[src/rtl/uart_pkg.sv]
// Shared definitions for the UART echo/beacon controller: TX FSM states and
// character-level constants.
package uart_pkg;

  localparam int UART_DATA_W = 8;
  localparam logic [UART_DATA_W-1:0] BEACON_DEFAULT = 8'hA7;

  typedef enum logic [1:0] {
    ST_IDLE,
    ST_START,
    ST_WAIT_BUSY,
    ST_WAIT_DONE
  } tx_state_e;

endpackage

[src/rtl/sync_fifo.sv]
// First-word-fall-through synchronous FIFO; a push into a full FIFO is
// accepted when a pop happens in the same cycle.
module sync_fifo
  import uart_pkg::*;
#(
  parameter int DATA_W = UART_DATA_W,
  parameter int DEPTH  = 16
) (
  input  logic                   fpga_clock,
  input  logic                   reset,
  input  logic                   push,
  input  logic                   pop,
  input  logic [DATA_W-1:0]      din,
  output logic [DATA_W-1:0]      dout,
  output logic                   full,
  output logic                   empty,
  output logic [$clog2(DEPTH):0] count
);

  localparam int AW = $clog2(DEPTH);
  localparam int CW = AW + 1;

  logic [DATA_W-1:0] mem [DEPTH];
  logic [AW-1:0]     wr_ptr;
  logic [AW-1:0]     rd_ptr;
  logic [CW-1:0]     count_q;
  logic              do_push;
  logic              do_pop;

  assign full    = (count_q == CW'(DEPTH));
  assign empty   = (count_q == '0);
  assign do_pop  = pop && !empty;
  assign do_push = push && (!full || do_pop);
  assign dout    = mem[rd_ptr];
  assign count   = count_q;

  // Storage carries no reset; only pointers and occupancy are control state.
  always_ff @(posedge fpga_clock) begin
    if (do_push) mem[wr_ptr] <= din;
  end

  always_ff @(posedge fpga_clock) begin
    if (!reset) begin
      wr_ptr  <= '0;
      rd_ptr  <= '0;
      count_q <= '0;
    end else begin
      if (do_push) wr_ptr <= wr_ptr + AW'(1);
      if (do_pop)  rd_ptr <= rd_ptr + AW'(1);
      case ({do_push, do_pop})
        2'b10:   count_q <= count_q + CW'(1);
        2'b01:   count_q <= count_q - CW'(1);
        default: count_q <= count_q;
      endcase
    end
  end

endmodule

[src/rtl/uart_echo_buffered.sv]
// UART echo/beacon controller: buffers received bytes, retransmits them in
// order, injects a periodic beacon when idle, keeps drop/TX statistics.
module uart_echo_buffered
  import uart_pkg::*;
#(
  parameter int                DATA_W        = UART_DATA_W,
  parameter int                DEPTH         = 16,
  parameter logic [DATA_W-1:0] BEACON_BYTE   = DATA_W'(BEACON_DEFAULT),
  parameter int                BEACON_PERIOD = 250_000_000,
  parameter int                HB_DIV        = 50_000_000,
  parameter int                CNT_W         = 16
) (
  input  logic                   fpga_clock,
  input  logic                   reset,
  input  logic                   echo_en,
  input  logic                   beacon_en,
  input  logic                   rx_valid,
  input  logic [DATA_W-1:0]      rx_data,
  input  logic                   rx_frame_err,
  input  logic                   tx_busy,
  output logic                   tx_start,
  output logic [DATA_W-1:0]      tx_data,
  output logic [$clog2(DEPTH):0] fifo_count,
  output logic                   overflow,
  output logic [CNT_W-1:0]       drop_count,
  output logic [CNT_W-1:0]       tx_count,
  output logic                   heartbeat
);

  localparam int BW = $clog2(BEACON_PERIOD);
  localparam int HW = $clog2(HB_DIV + 1);
  localparam logic [BW-1:0] BEACON_LAST = BW'(BEACON_PERIOD - 1);
  localparam logic [HW-1:0] HB_LAST     = HW'(HB_DIV - 1);

  tx_state_e         state;
  tx_state_e         state_nxt;
  logic [1:0]        wait_cnt;
  logic [BW-1:0]     beacon_cnt;
  logic [HW-1:0]     hb_cnt;
  logic              beacon_pending;
  logic              fifo_push;
  logic              fifo_pop;
  logic              fifo_full;
  logic              fifo_empty;
  logic [DATA_W-1:0] fifo_dout;
  logic              rx_take;
  logic              frame_drop;
  logic              ovf_drop;
  logic              beacon_take;
  logic              beacon_wrap;
  logic              tx_done;

  assign rx_take     = rx_valid && echo_en;
  assign frame_drop  = rx_take && rx_frame_err;
  assign fifo_push   = rx_take && !rx_frame_err;
  assign ovf_drop    = fifo_push && fifo_full && !fifo_pop;
  assign fifo_pop    = (state == ST_IDLE) && !fifo_empty;
  assign beacon_take = (state == ST_IDLE) && fifo_empty && beacon_pending;
  assign beacon_wrap = (beacon_cnt == BEACON_LAST);
  // A core that never raises busy within four cycles is treated as having sent.
  assign tx_done     = ((state == ST_WAIT_DONE) && !tx_busy) ||
                       ((state == ST_WAIT_BUSY) && !tx_busy && (wait_cnt == 2'd3));

  sync_fifo #(.DATA_W(DATA_W), .DEPTH(DEPTH)) u_fifo (
    .fpga_clock (fpga_clock),
    .reset      (reset),
    .push       (fifo_push),
    .pop        (fifo_pop),
    .din        (rx_data),
    .dout       (fifo_dout),
    .full       (fifo_full),
    .empty      (fifo_empty),
    .count      (fifo_count)
  );

  always_ff @(posedge fpga_clock) begin
    if (!reset) state <= ST_IDLE;
    else        state <= state_nxt;
  end

  always_comb begin
    state_nxt = state;
    unique case (state)
      ST_IDLE:      if (fifo_pop || beacon_take) state_nxt = ST_START;
      ST_START:     state_nxt = ST_WAIT_BUSY;
      ST_WAIT_BUSY: if (tx_busy) state_nxt = ST_WAIT_DONE;
                    else if (wait_cnt == 2'd3) state_nxt = ST_IDLE;
      ST_WAIT_DONE: if (!tx_busy) state_nxt = ST_IDLE;
      default:      state_nxt = ST_IDLE;
    endcase
  end

  always_comb begin
    tx_start = (state == ST_START);
  end

  always_ff @(posedge fpga_clock) begin
    if (!reset) begin
      wait_cnt       <= '0;
      tx_data        <= '0;
      beacon_pending <= 1'b0;
      overflow       <= 1'b0;
      drop_count     <= '0;
      tx_count       <= '0;
    end else begin
      wait_cnt <= (state == ST_WAIT_BUSY) ? wait_cnt + 2'd1 : 2'd0;
      if (fifo_pop)         tx_data <= fifo_dout;
      else if (beacon_take) tx_data <= BEACON_BYTE;
      // A new wrap wins over a same-cycle take so no tick is lost.
      beacon_pending <= (beacon_pending && !beacon_take) || (beacon_wrap && beacon_en);
      if (ovf_drop) overflow <= 1'b1;
      if ((frame_drop || ovf_drop) && (drop_count != '1))
        drop_count <= drop_count + CNT_W'(1);
      if (tx_done) tx_count <= tx_count + CNT_W'(1);
    end
  end

  always_ff @(posedge fpga_clock) begin
    if (!reset) begin
      beacon_cnt <= '0;
      hb_cnt     <= '0;
      heartbeat  <= 1'b0;
    end else begin
      beacon_cnt <= beacon_wrap ? '0 : beacon_cnt + BW'(1);
      if (hb_cnt == HB_LAST) begin
        hb_cnt    <= '0;
        heartbeat <= !heartbeat;
      end else begin
        hb_cnt <= hb_cnt + HW'(1);
      end
    end
  end

endmodule

[config.mk]
export PLATFORM = sky130hd
export DESIGN_NAME = uart_echo_buffered
export DESIGN_NICKNAME = d
export VERILOG_FILES = /design/src/rtl/uart_pkg.sv /design/src/rtl/sync_fifo.sv /design/src/rtl/uart_echo_buffered.sv
export SDC_FILE = /design/constraint.sdc
export NUM_CORES = 1
export LEC_CHECK = 0
export ABC_AREA = 1
export CORE_AREA = 2 2 108 214
export CTS_CLUSTER_SIZE = 25
export DETAILED_ROUTE_END_ITERATION = 16
export DIE_AREA = 0 0 110 216
export DONT_BUFFER_PORTS = 1
export HOLD_SLACK_MARGIN = 0.1
export MAX_ROUTING_LAYER = met4
export PLACE_DENSITY_LB_ADDON = 0.1
export SETUP_SLACK_MARGIN = 0.02
export SYNTH_ARGS = -nofsm -noshare
export SYNTH_HDL_FRONTEND = slang
export SYNTH_SLANG_ARGS = --single-unit
[constraint.sdc]
create_clock -name fpga_clock -period 2.3 [get_ports fpga_clock]
set_clock_uncertainty 0.05 [all_clocks]
set_input_delay 0.115 -clock fpga_clock [delete_from_list [all_inputs] [get_ports fpga_clock]]
set_output_delay 0.115 -clock fpga_clock [all_outputs]
set_load 0.005 [all_outputs]
==> results_dict.tcl <==
set metrics [dict create \
    final_area_mm2 0.0124 \
    fmax_ghz 0.464 \
    worst_slew_pin_slew_ns 0.970 \
    fillers 2011 \
    fp.coreArea_mm2 0.0221 \
    portBuffers 0 \
    grt_pass1_vias 8005 \
    wl_um 26100 \
    synth_seq_area_share_pct 57.0 \
    fin_total_pwr_mw 11.6 \
    clk_pin_slew_ns 0.06 \
    detail_route.vias_per_cell 5.42 \
    vias 8121 \
    track_usage_pct 23.1 \
    die_x_um 110 \
    p_leak_nw 4.32 \
    syn_to_final_growth_pct 14.2 \
    status "complete, no violations" \
    synthCells 1148 \
    final-hold-violation-count 0 \
    initial_utilization_pct 49.3 \
    critical_path.endpoint_type "register" \
    drt-pass1-iter-count 4 \
    drtAntennaViolNets 0 \
    required_ns 2.38 \
    yosysWarnings 0 \
    tritoncts "done" \
    die_y_um 216 \
    ff_latch_area_mm2 0.00621 \
    multiInputGateArea_mm2 0.00404 \
    place.gp.congestion 0.892 \
    die_area_mm2 0.0238 \
    syn_avg_cell_area_um2 9.48 \
    clock-root-buffer "clkbuf_16" \
    grt_pass1_wl_um 41100 \
    finalCritPeriodShare_pct 93.7 \
    htreeDepth 1 \
    synth_nets 1174 \
    ioPinCount 63 \
    setup_viol 0 \
    ir_worst_vdd_mv 0.762 \
    grt_max_degree 65 \
    numCtsBuffers 22 \
    rsz0062_at_grt "no" \
    place_area_mm2 0.0114 \
    synth-seq-cells 246 \
    fin_nets 1229 \
    final_common_cell "nand2_1" \
    period_needed_ns 2.16 \
    ys_types 48 \
    reg2reg_depth 6 \
    crit_fanout 8 \
    clock_path_buffers 3 \
    wl_met1_um 9100 \
    route.detailed.drc 0 \
    routedWlPerCell_um 17.4 \
    clock-sinks 246 \
    arrival_ns 2.24 \
    critical_path_class "register to register" \
    hpwl_um 18900 \
    power_density_mw_per_mm2 933 \
    setup_tns_ns 0 \
    syn_area_mm2 0.0109 \
    maxSlewHeadroom_pct 35.1 \
    drive_gt1_share_pct 12.1 \
    grt-ovfl-total 0 \
    place_ws_ns 0.182 \
    rows 77 \
    top_layer "met4" \
    timing.hold.ws_ns 0.304 \
    insertion_delay_ns 0.52 \
    routed-wl-met2_um 14700 \
    met3_length_um 1090 \
    maxSlewViolCount 0 \
    hold_class "input port to register" \
    cp-start-kind "register" \
    drt_iter0_markers 385 \
    finalWorstSetupSlack_ns 0.145 \
    grt_antenna_before_repair 2 \
    drv_cap 0 \
    layout_common_cells "nand2_1, nor2_1, edfxtp_1" \
    hold_depth 3 \
]
cell type report:
class	instances	share of cell area, %
clock inverter	9	1.16
sequential	246	50.0
clock buffer	31	5.12
inverter	119	3.59
multi-input combinational	747	32.5
antenna	2	0.0403
tap	276	2.78
timing repair buffer	67	4.81
per-layer routing:
layer,up-vias,global-route usage [%]
li1,4059,-
met1,3828,22.2
met2,168,43.4
met3,66,3.32
met4,0,10.7
met5,-,-
what timing repair did:
action | 4_1_cts | 5_1_grt
setup endpoints to repair | 0 | 2
resized for setup | 0 | 5
hold buffers | 19 | 0
buffers inserted | 0 | 3
endpoints found under the hold margin | 220 | 0
flip-flops by register name (all words and copies together), names as in the netlist, named ones only:
register / flops
beacon_cnt: 28
beacon_pending: 1
drop_count: 16
hb_cnt: 26
heartbeat: 1
overflow: 1
state: 2
tx_count: 16
tx_data: 8
u_fifo.count: 5
u_fifo.mem: 128
u_fifo.rd_ptr: 4
u_fifo.wr_ptr: 4
wait_cnt: 2
synth_stat cells, drive strengths merged:
master / n / area share [%]
nand2: 172 / 6.3
nor2: 172 / 6.6
edfxtp: 128 / 35
dfxtp: 118 / 22
inv: 118 / 4.1
o21ai: 82 / 3.8
a21oi: 69 / 3.2
nand3: 56 / 3.1
nor3: 47 / 2.9
nand4: 23 / 1.4
buf: 18 / 1.2
clkbuf: 18 / 0.62
nor3b: 17 / 1.3
mux2i: 16 / 1.5
o221ai: 15 / 1.2
xor2: 13 / 1.0
o211ai: 12 / 0.83
ha: 11 / 1.3
nor4: 11 / 0.63
or2: 10 / 0.57
xnor2: 6 / 0.48
o32ai: 4 / 0.32
a31oi: 3 / 0.17
and3: 2 / 0.11
o21a: 2 / 0.14
a31o: 1 / 0.081
clkinv: 1 / 0.034
o22ai: 1 / 0.058
o31ai: 1 / 0.069
or3: 1 / 0.058
worst max-delay path, cell delays in order (launching register included):
cell,delay (ns)
dfxtp_1,0.34
nor2_2,0.07
nand2_1,0.10
nor3_4,0.05
nor2_1,0.22
nand2_1,0.17
nor2_1,0.76
power breakdown:
group          total [mW]  switching (mW)  internal (mW)
clock network        3.97            1.59           2.38
logic                2.65            1.71          0.934
registers            4.97           0.180           4.79
worst paths after layout:
path	start	end	slack, ns
worst max-delay path	u_fifo.count[2]$_SDFFE_PN0P_	u_fifo.mem[12][3]$_DFFE_PP_	0.14
worst min-delay path	beacon_en	beacon_pending$_SDFF_PN0_	0.30
worst max register to register	u_fifo.count[2]$_SDFFE_PN0P_	u_fifo.mem[12][3]$_DFFE_PP_	0.14
worst min register to register	wait_cnt[0]$_SDFF_PN0_	wait_cnt[0]$_SDFF_PN0_	0.35
kinds of logic (layout without fill, tap and decap cells):
family                   after synthesis  count (layout)  share of synthesized area [%]
AND/OR/NAND/NOR                      511             511                           22.9
other                                  0               2                              0
XOR/XNOR                              19              19                           1.53
AO/OA/AOI/OAI                        190             190                           9.89
adder cells (fa/ha/maj)               11              11                           1.27
multiplexers                          16              16                           1.47
buffers and inverters                155             226                           5.91
flip-flops                           246             246                           57.0
metrics by stage:
step | utilization (%) | instances
floorplan | - | 1148
global placement | 51.7 | 1433
detailed placement | 51.7 | 1433
CTS | 56.1 | 1492
global route | 56.3 | 1497
finish | 56.3 | 1497
Power figures use the tool's default switching activity.
